==> config.mk <==
export PLATFORM = sky130hd
export DESIGN_NAME = coin_scheduler
export DESIGN_NICKNAME = d
export VERILOG_FILES = /design/src/rtl/coin_pkg.sv /design/src/rtl/rr_arb3.sv /design/src/rtl/coin_scheduler.sv
export SDC_FILE = /design/constraint.sdc
export NUM_CORES = 1
export LEC_CHECK = 0
export ABC_AREA = 1
export CAP_MARGIN = 20
export CORE_MARGIN = 2
export CORE_UTILIZATION = 35
export CTS_CLUSTER_SIZE = 25
export DETAILED_ROUTE_END_ITERATION = 8
export GPL_TIMING_DRIVEN = 0
export PLACE_DENSITY_LB_ADDON = 0.25
export SYNTH_ARGS = -nofsm -noshare
export SYNTH_HDL_FRONTEND = slang
export SYNTH_SLANG_ARGS = --single-unit
==> constraint.sdc <==
create_clock -name clk -period 1.6 [get_ports clk]
set_input_delay 0.48 -clock clk [delete_from_list [all_inputs] [get_ports clk]]
set_output_delay 0.48 -clock clk [all_outputs]
set_load 0.02 [all_outputs]
==> src/rtl/coin_pkg.sv <==
// Shared encodings for the coin scheduler: FSM states, coin slot indices and slot helpers.
package coin_pkg;

   typedef enum logic [2:0] {
      S_IDLE   = 3'd0,
      S_ISSUE  = 3'd1,
      S_GAP    = 3'd2,
      S_CHECK  = 3'd3,
      S_PAY_HI = 3'd4,
      S_PAY_LO = 3'd5
   } state_t;

   localparam int C_ONE  = 0;
   localparam int C_TWO  = 1;
   localparam int C_FIVE = 2;

   // Slot visited after idx in the one -> two -> five -> one rotation
   function automatic logic [1:0] next_slot(input logic [1:0] idx);
      return (idx == 2'(C_FIVE)) ? 2'(C_ONE) : idx + 2'd1;
   endfunction

   // Index of the set bit in a one-hot slot vector
   function automatic logic [1:0] slot_of(input logic [2:0] oh);
      if (oh[C_FIVE]) return 2'(C_FIVE);
      if (oh[C_TWO])  return 2'(C_TWO);
      return 2'(C_ONE);
   endfunction

endpackage

==> src/rtl/rr_arb3.sv <==
// Three-way round-robin arbiter: grants the first requester at or after ptr,
// searching one -> two -> five -> one. Purely combinational.
module rr_arb3
   import coin_pkg::*;
(
   input  logic [2:0] req,
   input  logic [1:0] ptr,
   output logic [2:0] gnt
);

   // Priority search starting at the slot named by ptr
   always_comb begin
      gnt = 3'b000;
      case (ptr)
         2'(C_TWO): begin
            if (req[C_TWO])       gnt = 3'b010;
            else if (req[C_FIVE]) gnt = 3'b100;
            else if (req[C_ONE])  gnt = 3'b001;
         end
         2'(C_FIVE): begin
            if (req[C_FIVE])      gnt = 3'b100;
            else if (req[C_ONE])  gnt = 3'b001;
            else if (req[C_TWO])  gnt = 3'b010;
         end
         default: begin
            if (req[C_ONE])       gnt = 3'b001;
            else if (req[C_TWO])  gnt = 3'b010;
            else if (req[C_FIVE]) gnt = 3'b100;
         end
      endcase
   end

endmodule

==> src/rtl/coin_scheduler.sv <==
// Coin scheduler: arbitrates coin-slot requests, feeds one coin at a time to the
// vending machine, samples its dispense/change answer and pulses the change hopper.
// Every output is a flop fed from the current/next state, so no input reaches an
// output combinationally.
module coin_scheduler
   import coin_pkg::*;
#(
   parameter int GAP_CYC    = 1,
   parameter int PAY_LO_CYC = 2,
   parameter int CNT_W      = 8
) (
   input  logic             clk,
   input  logic             reset,
   input  logic [2:0]       coin_req,
   output logic [2:0]       coin_ack,
   output logic             one,
   output logic             two,
   output logic             five,
   input  logic             d,
   input  logic [2:0]       r,
   output logic             hopper,
   output logic             busy,
   output logic             vend_done,
   output logic [CNT_W-1:0] vend_count
);

   localparam int GAP_W = (GAP_CYC < 2) ? 1 : $clog2(GAP_CYC + 1);
   localparam int LO_W  = (PAY_LO_CYC < 2) ? 1 : $clog2(PAY_LO_CYC + 1);

   state_t            state;
   state_t            state_nx;
   logic [1:0]        ptr;
   logic [1:0]        grant;
   logic [2:0]        gnt;
   logic [GAP_W-1:0]  gap_cnt;
   logic [LO_W-1:0]   lo_cnt;
   logic [2:0]        pay_cnt;

   rr_arb3 u_arb (
      .req (coin_req),
      .ptr (ptr),
      .gnt (gnt)
   );

   // State register
   always_ff @(posedge clk or negedge reset) begin
      if (!reset) state <= S_IDLE;
      else        state <= state_nx;
   end

   // Next-state decode; counters are compared at 1 so each wait phase lasts exactly its load value
   always_comb begin
      state_nx = state;
      case (state)
         S_IDLE:   if (gnt != 3'b000) state_nx = S_ISSUE;
         S_ISSUE:  state_nx = S_GAP;
         S_GAP:    if (gap_cnt == GAP_W'(1)) state_nx = S_CHECK;
         S_CHECK:  state_nx = (r != 3'd0) ? S_PAY_HI : S_IDLE;
         S_PAY_HI: state_nx = S_PAY_LO;
         S_PAY_LO: begin
            if (lo_cnt == LO_W'(1)) state_nx = (pay_cnt != 3'd0) ? S_PAY_HI : S_IDLE;
         end
         default:  state_nx = S_IDLE;
      endcase
   end

   // Grant latch, round-robin pointer, phase counters and dispense counter
   always_ff @(posedge clk or negedge reset) begin
      if (!reset) begin
         grant      <= 2'(C_ONE);
         ptr        <= 2'(C_ONE);
         gap_cnt    <= '0;
         lo_cnt     <= '0;
         pay_cnt    <= '0;
         vend_count <= '0;
      end else begin
         case (state)
            S_IDLE:   if (gnt != 3'b000) grant <= slot_of(gnt);
            S_ISSUE: begin
               ptr     <= next_slot(grant);
               gap_cnt <= GAP_W'(GAP_CYC);
            end
            S_GAP:    gap_cnt <= gap_cnt - GAP_W'(1);
            S_CHECK: begin
               pay_cnt <= r;
               if (d) vend_count <= vend_count + CNT_W'(1);
            end
            S_PAY_HI: begin
               pay_cnt <= pay_cnt - 3'd1;
               lo_cnt  <= LO_W'(PAY_LO_CYC);
            end
            S_PAY_LO: lo_cnt <= lo_cnt - LO_W'(1);
            default:  ;
         endcase
      end
   end

   // Registered outputs: the coin pulse and ack fire on the IDLE->ISSUE edge so they are high during ISSUE
   always_ff @(posedge clk or negedge reset) begin
      if (!reset) begin
         coin_ack  <= 3'b000;
         one       <= 1'b0;
         two       <= 1'b0;
         five      <= 1'b0;
         hopper    <= 1'b0;
         busy      <= 1'b0;
         vend_done <= 1'b0;
      end else begin
         coin_ack  <= (state == S_IDLE) ? gnt : 3'b000;
         one       <= (state == S_IDLE) && gnt[C_ONE];
         two       <= (state == S_IDLE) && gnt[C_TWO];
         five      <= (state == S_IDLE) && gnt[C_FIVE];
         hopper    <= (state_nx == S_PAY_HI);
         busy      <= (state_nx != S_IDLE);
         vend_done <= (state == S_CHECK) && d;
      end
   end

endmodule

==> flow_summary.json <==
{
  "end_kind": "output pin",
  "hold_start": "grant[1]$_DFFE_PN0P_",
  "start_util": 0.368,
  "dp.cells": 222,
  "drv_cap": 0,
  "total_power_w": 0.00292,
  "reg2reg_slack_ns": 0.12,
  "n_fill_cell": 369,
  "power_density_mw_per_mm2": 1640,
  "gp_congestion": 0.707,
  "grt_pass1_wl_um": 4400,
  "fmax_mhz": 643,
  "grt_max_degree": 21,
  "setup_tns_ns": 0,
  "drive_above_1_share": 0.160,
  "holdPathStages": 1,
  "ys_seq_elements": 27,
  "setup_viol": 0,
  "synthTopCellsByArea": "dfrtp_1, nand2_1, inv_1",
  "drcViolationCount": 0,
  "syn_avg_cell_area_um2": 9.17,
  "slew_viol_final": 0,
  "ctsLongestPathBuffers": 2,
  "rr_startpoint": "ptr[1]$_DFFE_PN0P_",
  "crit_fanout": 2,
  "crit_chain": "buf_4 > dlygate4sd2_1",
  "status": "complete, no violations",
  "critPathKind": "reg -> out",
  "antenna_found_initial": 0,
  "wl_per_cell_um": 11.2,
  "leakagePower_nw": 0.969,
  "max-slew-margin-rel": 0.672,
  "synthCells": 148,
  "syn_area_mm2": 0.00136,
  "whs_ns": 0.473,
  "clockPowerShare": 0.128,
  "final_cells": 229,
  "clock_latency_ns": 0.27,
  "io_buffer_count": 25,
  "cp_data_required_time_ns": 1.12,
  "period_share": 0.972,
  "ys_warn_count": 0,
  "path_buf_inv": 2,
  "cts_tree": "done",
  "p_int_w": 0.00170,
  "ctsHtreeMaxLevel": 1,
  "overflow": 0,
  "hold_buffers": 0,
  "ant_nets": 0,
  "drt-pass1-iter-count": 4,
  "cts_buffers": 3,
  "fin_skew_ns": 0.00275,
  "p_sw_frac": 0.417,
  "min_to": "ptr[0]$_DFFE_PN0P_",
  "synthToLayoutAreaGrowth_pct": 31.5,
  "die_area_mm2": 0.00439,
  "start_kind": "flop",
  "pwr-share-seq": 0.373,
  "pwr-share-comb": 0.498,
  "final_nets": 198,
  "r2r_cells": 7,
  "core_area_mm2": 0.00369,
  "grt_pass1_vias": 1000,
  "synth_area_leader_cell": "dfrtp_1",
  "ir_drop_uv": 717,
  "cpMaxStageDelayCell": "dfrtp_1",
  "ys_types": 26,
  "crit_arrival_ns": 1.08,
  "wirelength_um": 2560,
  "avgViaCountPerCell": 4.53,
  "pin_count": 26,
  "syn_nets": 164,
  "root_buffer": "clkbuf_8",
  "r2r_end": "hopper$_DFF_PN0_",
  "worst_pin_slew_ns": 0.490,
  "clock-sinks": 27,
  "die_y_um": 66.3,
  "dp_hpwl_um": 1910,
  "crit_path_max_incr_delay_ns": 0.38,
  "die_w_um": 66.3,
  "grt_usage": 0.131,
  "n_antenna_cell": 0,
  "hold_path.class": "reg -> reg",
  "vias": 1037,
  "yosysTopAreaCellShare": 0.498,
  "yosysSeqAreaShare": 0.498,
  "rows": 22,
  "final_period_minus_worst_setup_slack_ns": 1.56,
  "p_switching_w": 0.00122,
  "crit_family": "buffers and inverters",
  "clk_pin_slew_ns": 0.09,
  "hold_viol": 0,
  "drt_iter0_markers": 20
}
[kinds of logic after synthesis]
logic type,share of synthesized area
buf+inv,0.0940
fa+ha+maj,0.0645
xor+xnor,0.0452
mux,0.00829
flops,0.498
simple gates,0.220
compound gates,0.0701
[how the worst max path moves through the flow]
stage | slack [ns] | endpoint | from | depth (start not counted)
detailed placement | -0.29 | busy$_DFF_PN0_ | coin_req[2] | 8
global route | -0.01 | busy$_DFF_PN0_ | ptr[0]$_DFFE_PN0P_ | 8
global placement | -0.31 | coin_ack[0]$_DFF_PN0_ | reset | 1
finish | 0.04 | coin_ack[1] | coin_ack[1]$_DFF_PN0_ | 2
CTS | 0.01 | coin_ack[2] | coin_ack[2]$_DFF_PN0_ | 2
floorplan | 0.13 | busy$_DFF_PN0_ | ptr[0]$_DFFE_PN0P_ | 8
[sequential cells by signal (all words and copies together), names as in the netlist]
signal	count
busy	1
coin_ack	3
gap_cnt	1
lo_cnt	2
vend_done	1
pay_cnt	3
ptr	2
hopper	1
state	3
grant	2
vend_count	8
[power by group through the flow]
| stage | registers [W] | clock network, W | logic [W] |
|---|---|---|---|
| 6_report | 0.00109 | 0.000375 | 0.00146 |
| 2_1_floorplan | 0.00118 | 0 | 0.000846 |
| 3_3_place_gp | 0.00109 | 0 | 0.00132 |
| 5_1_grt | 0.00112 | 0.000421 | 0.00166 |
| 3_5_place_dp | 0.00110 | 0 | 0.00138 |
| 4_1_cts | 0.00109 | 0.000397 | 0.00139 |
[routing by layer]
metal  track usage  vias to the layer above  wire length (um)
li1              -                      534                 -
met1         0.170                      480              1190
met2         0.218                       19              1250
met3        0.0187                        4                86
met4        0.0536                        0                34
met5             0                        -                 0
[layout by cell type, fill, tap and decap left out, types with 2 or more instances in the layout]
cell type | Yosys | routed
clkbuf_8 | 0 | 3
ha_1 | 7 | 5
inv_2 | 1 | 4
xor2_1 | 5 | 5
buf_4 | 3 | 5
nand2_1 | 29 | 27
dlygate4sd2_1 | 0 | 15
inv_1 | 27 | 24
a21oi_1 | 4 | 3
nand3_1 | 7 | 7
nand4_1 | 4 | 4
nor3_1 | 2 | 2
clkdlybuf4s15_1 | 0 | 2
clkdlybuf4s50_1 | 0 | 7
nand2_2 | 0 | 2
dfrtp_1 | 27 | 27
nor2_1 | 10 | 9
o21ai_0 | 7 | 5
nor2_4 | 1 | 2
o221ai_1 | 2 | 2
o21ai_2 | 1 | 2
xnor2_1 | 2 | 2
[layout make-up]
class | count | area [um2] | area share
Buffer | 3 | 22.5 | 0.0126
Clock buffer | 4 | 45.0 | 0.0252
Inverter | 28 | 105 | 0.0589
Multi-Input combinational cell | 90 | 589 | 0.330
Sequential cell | 27 | 676 | 0.378
Tap cell | 48 | 60.1 | 0.0336
Timing Repair Buffer | 29 | 288 | 0.161
[synthesized netlist by cell type (all sizes together)]
library cell,count
a21oi,4
mux2,1
xor2,5
nand3,9
and3,1
nor3,2
o221ai,2
nand4,4
buf,3
o31ai,1
inv,28
xnor2,2
nor2,13
dfrtp,27
ha,7
nand2,30
o21ai,8
o22ai,1
[stage by stage]
step                instance area, um2   util  worst slack, ns
floorplan                         1360      -            0.128
global placement                  1670  0.452           -0.312
detailed placement                1700  0.460           -0.290
CTS                               1740  0.472           0.0106
global route                      1790  0.484          -0.0145
finish                            1790  0.484           0.0446
[what timing repair did]
item	CTS	global route
gates cloned	0	0
resized for setup	19	15
setup endpoints to repair	20	6
buffers inserted	1	2
pin swaps	0	3
No activity file was read; power rests on OpenSTA's default activity.
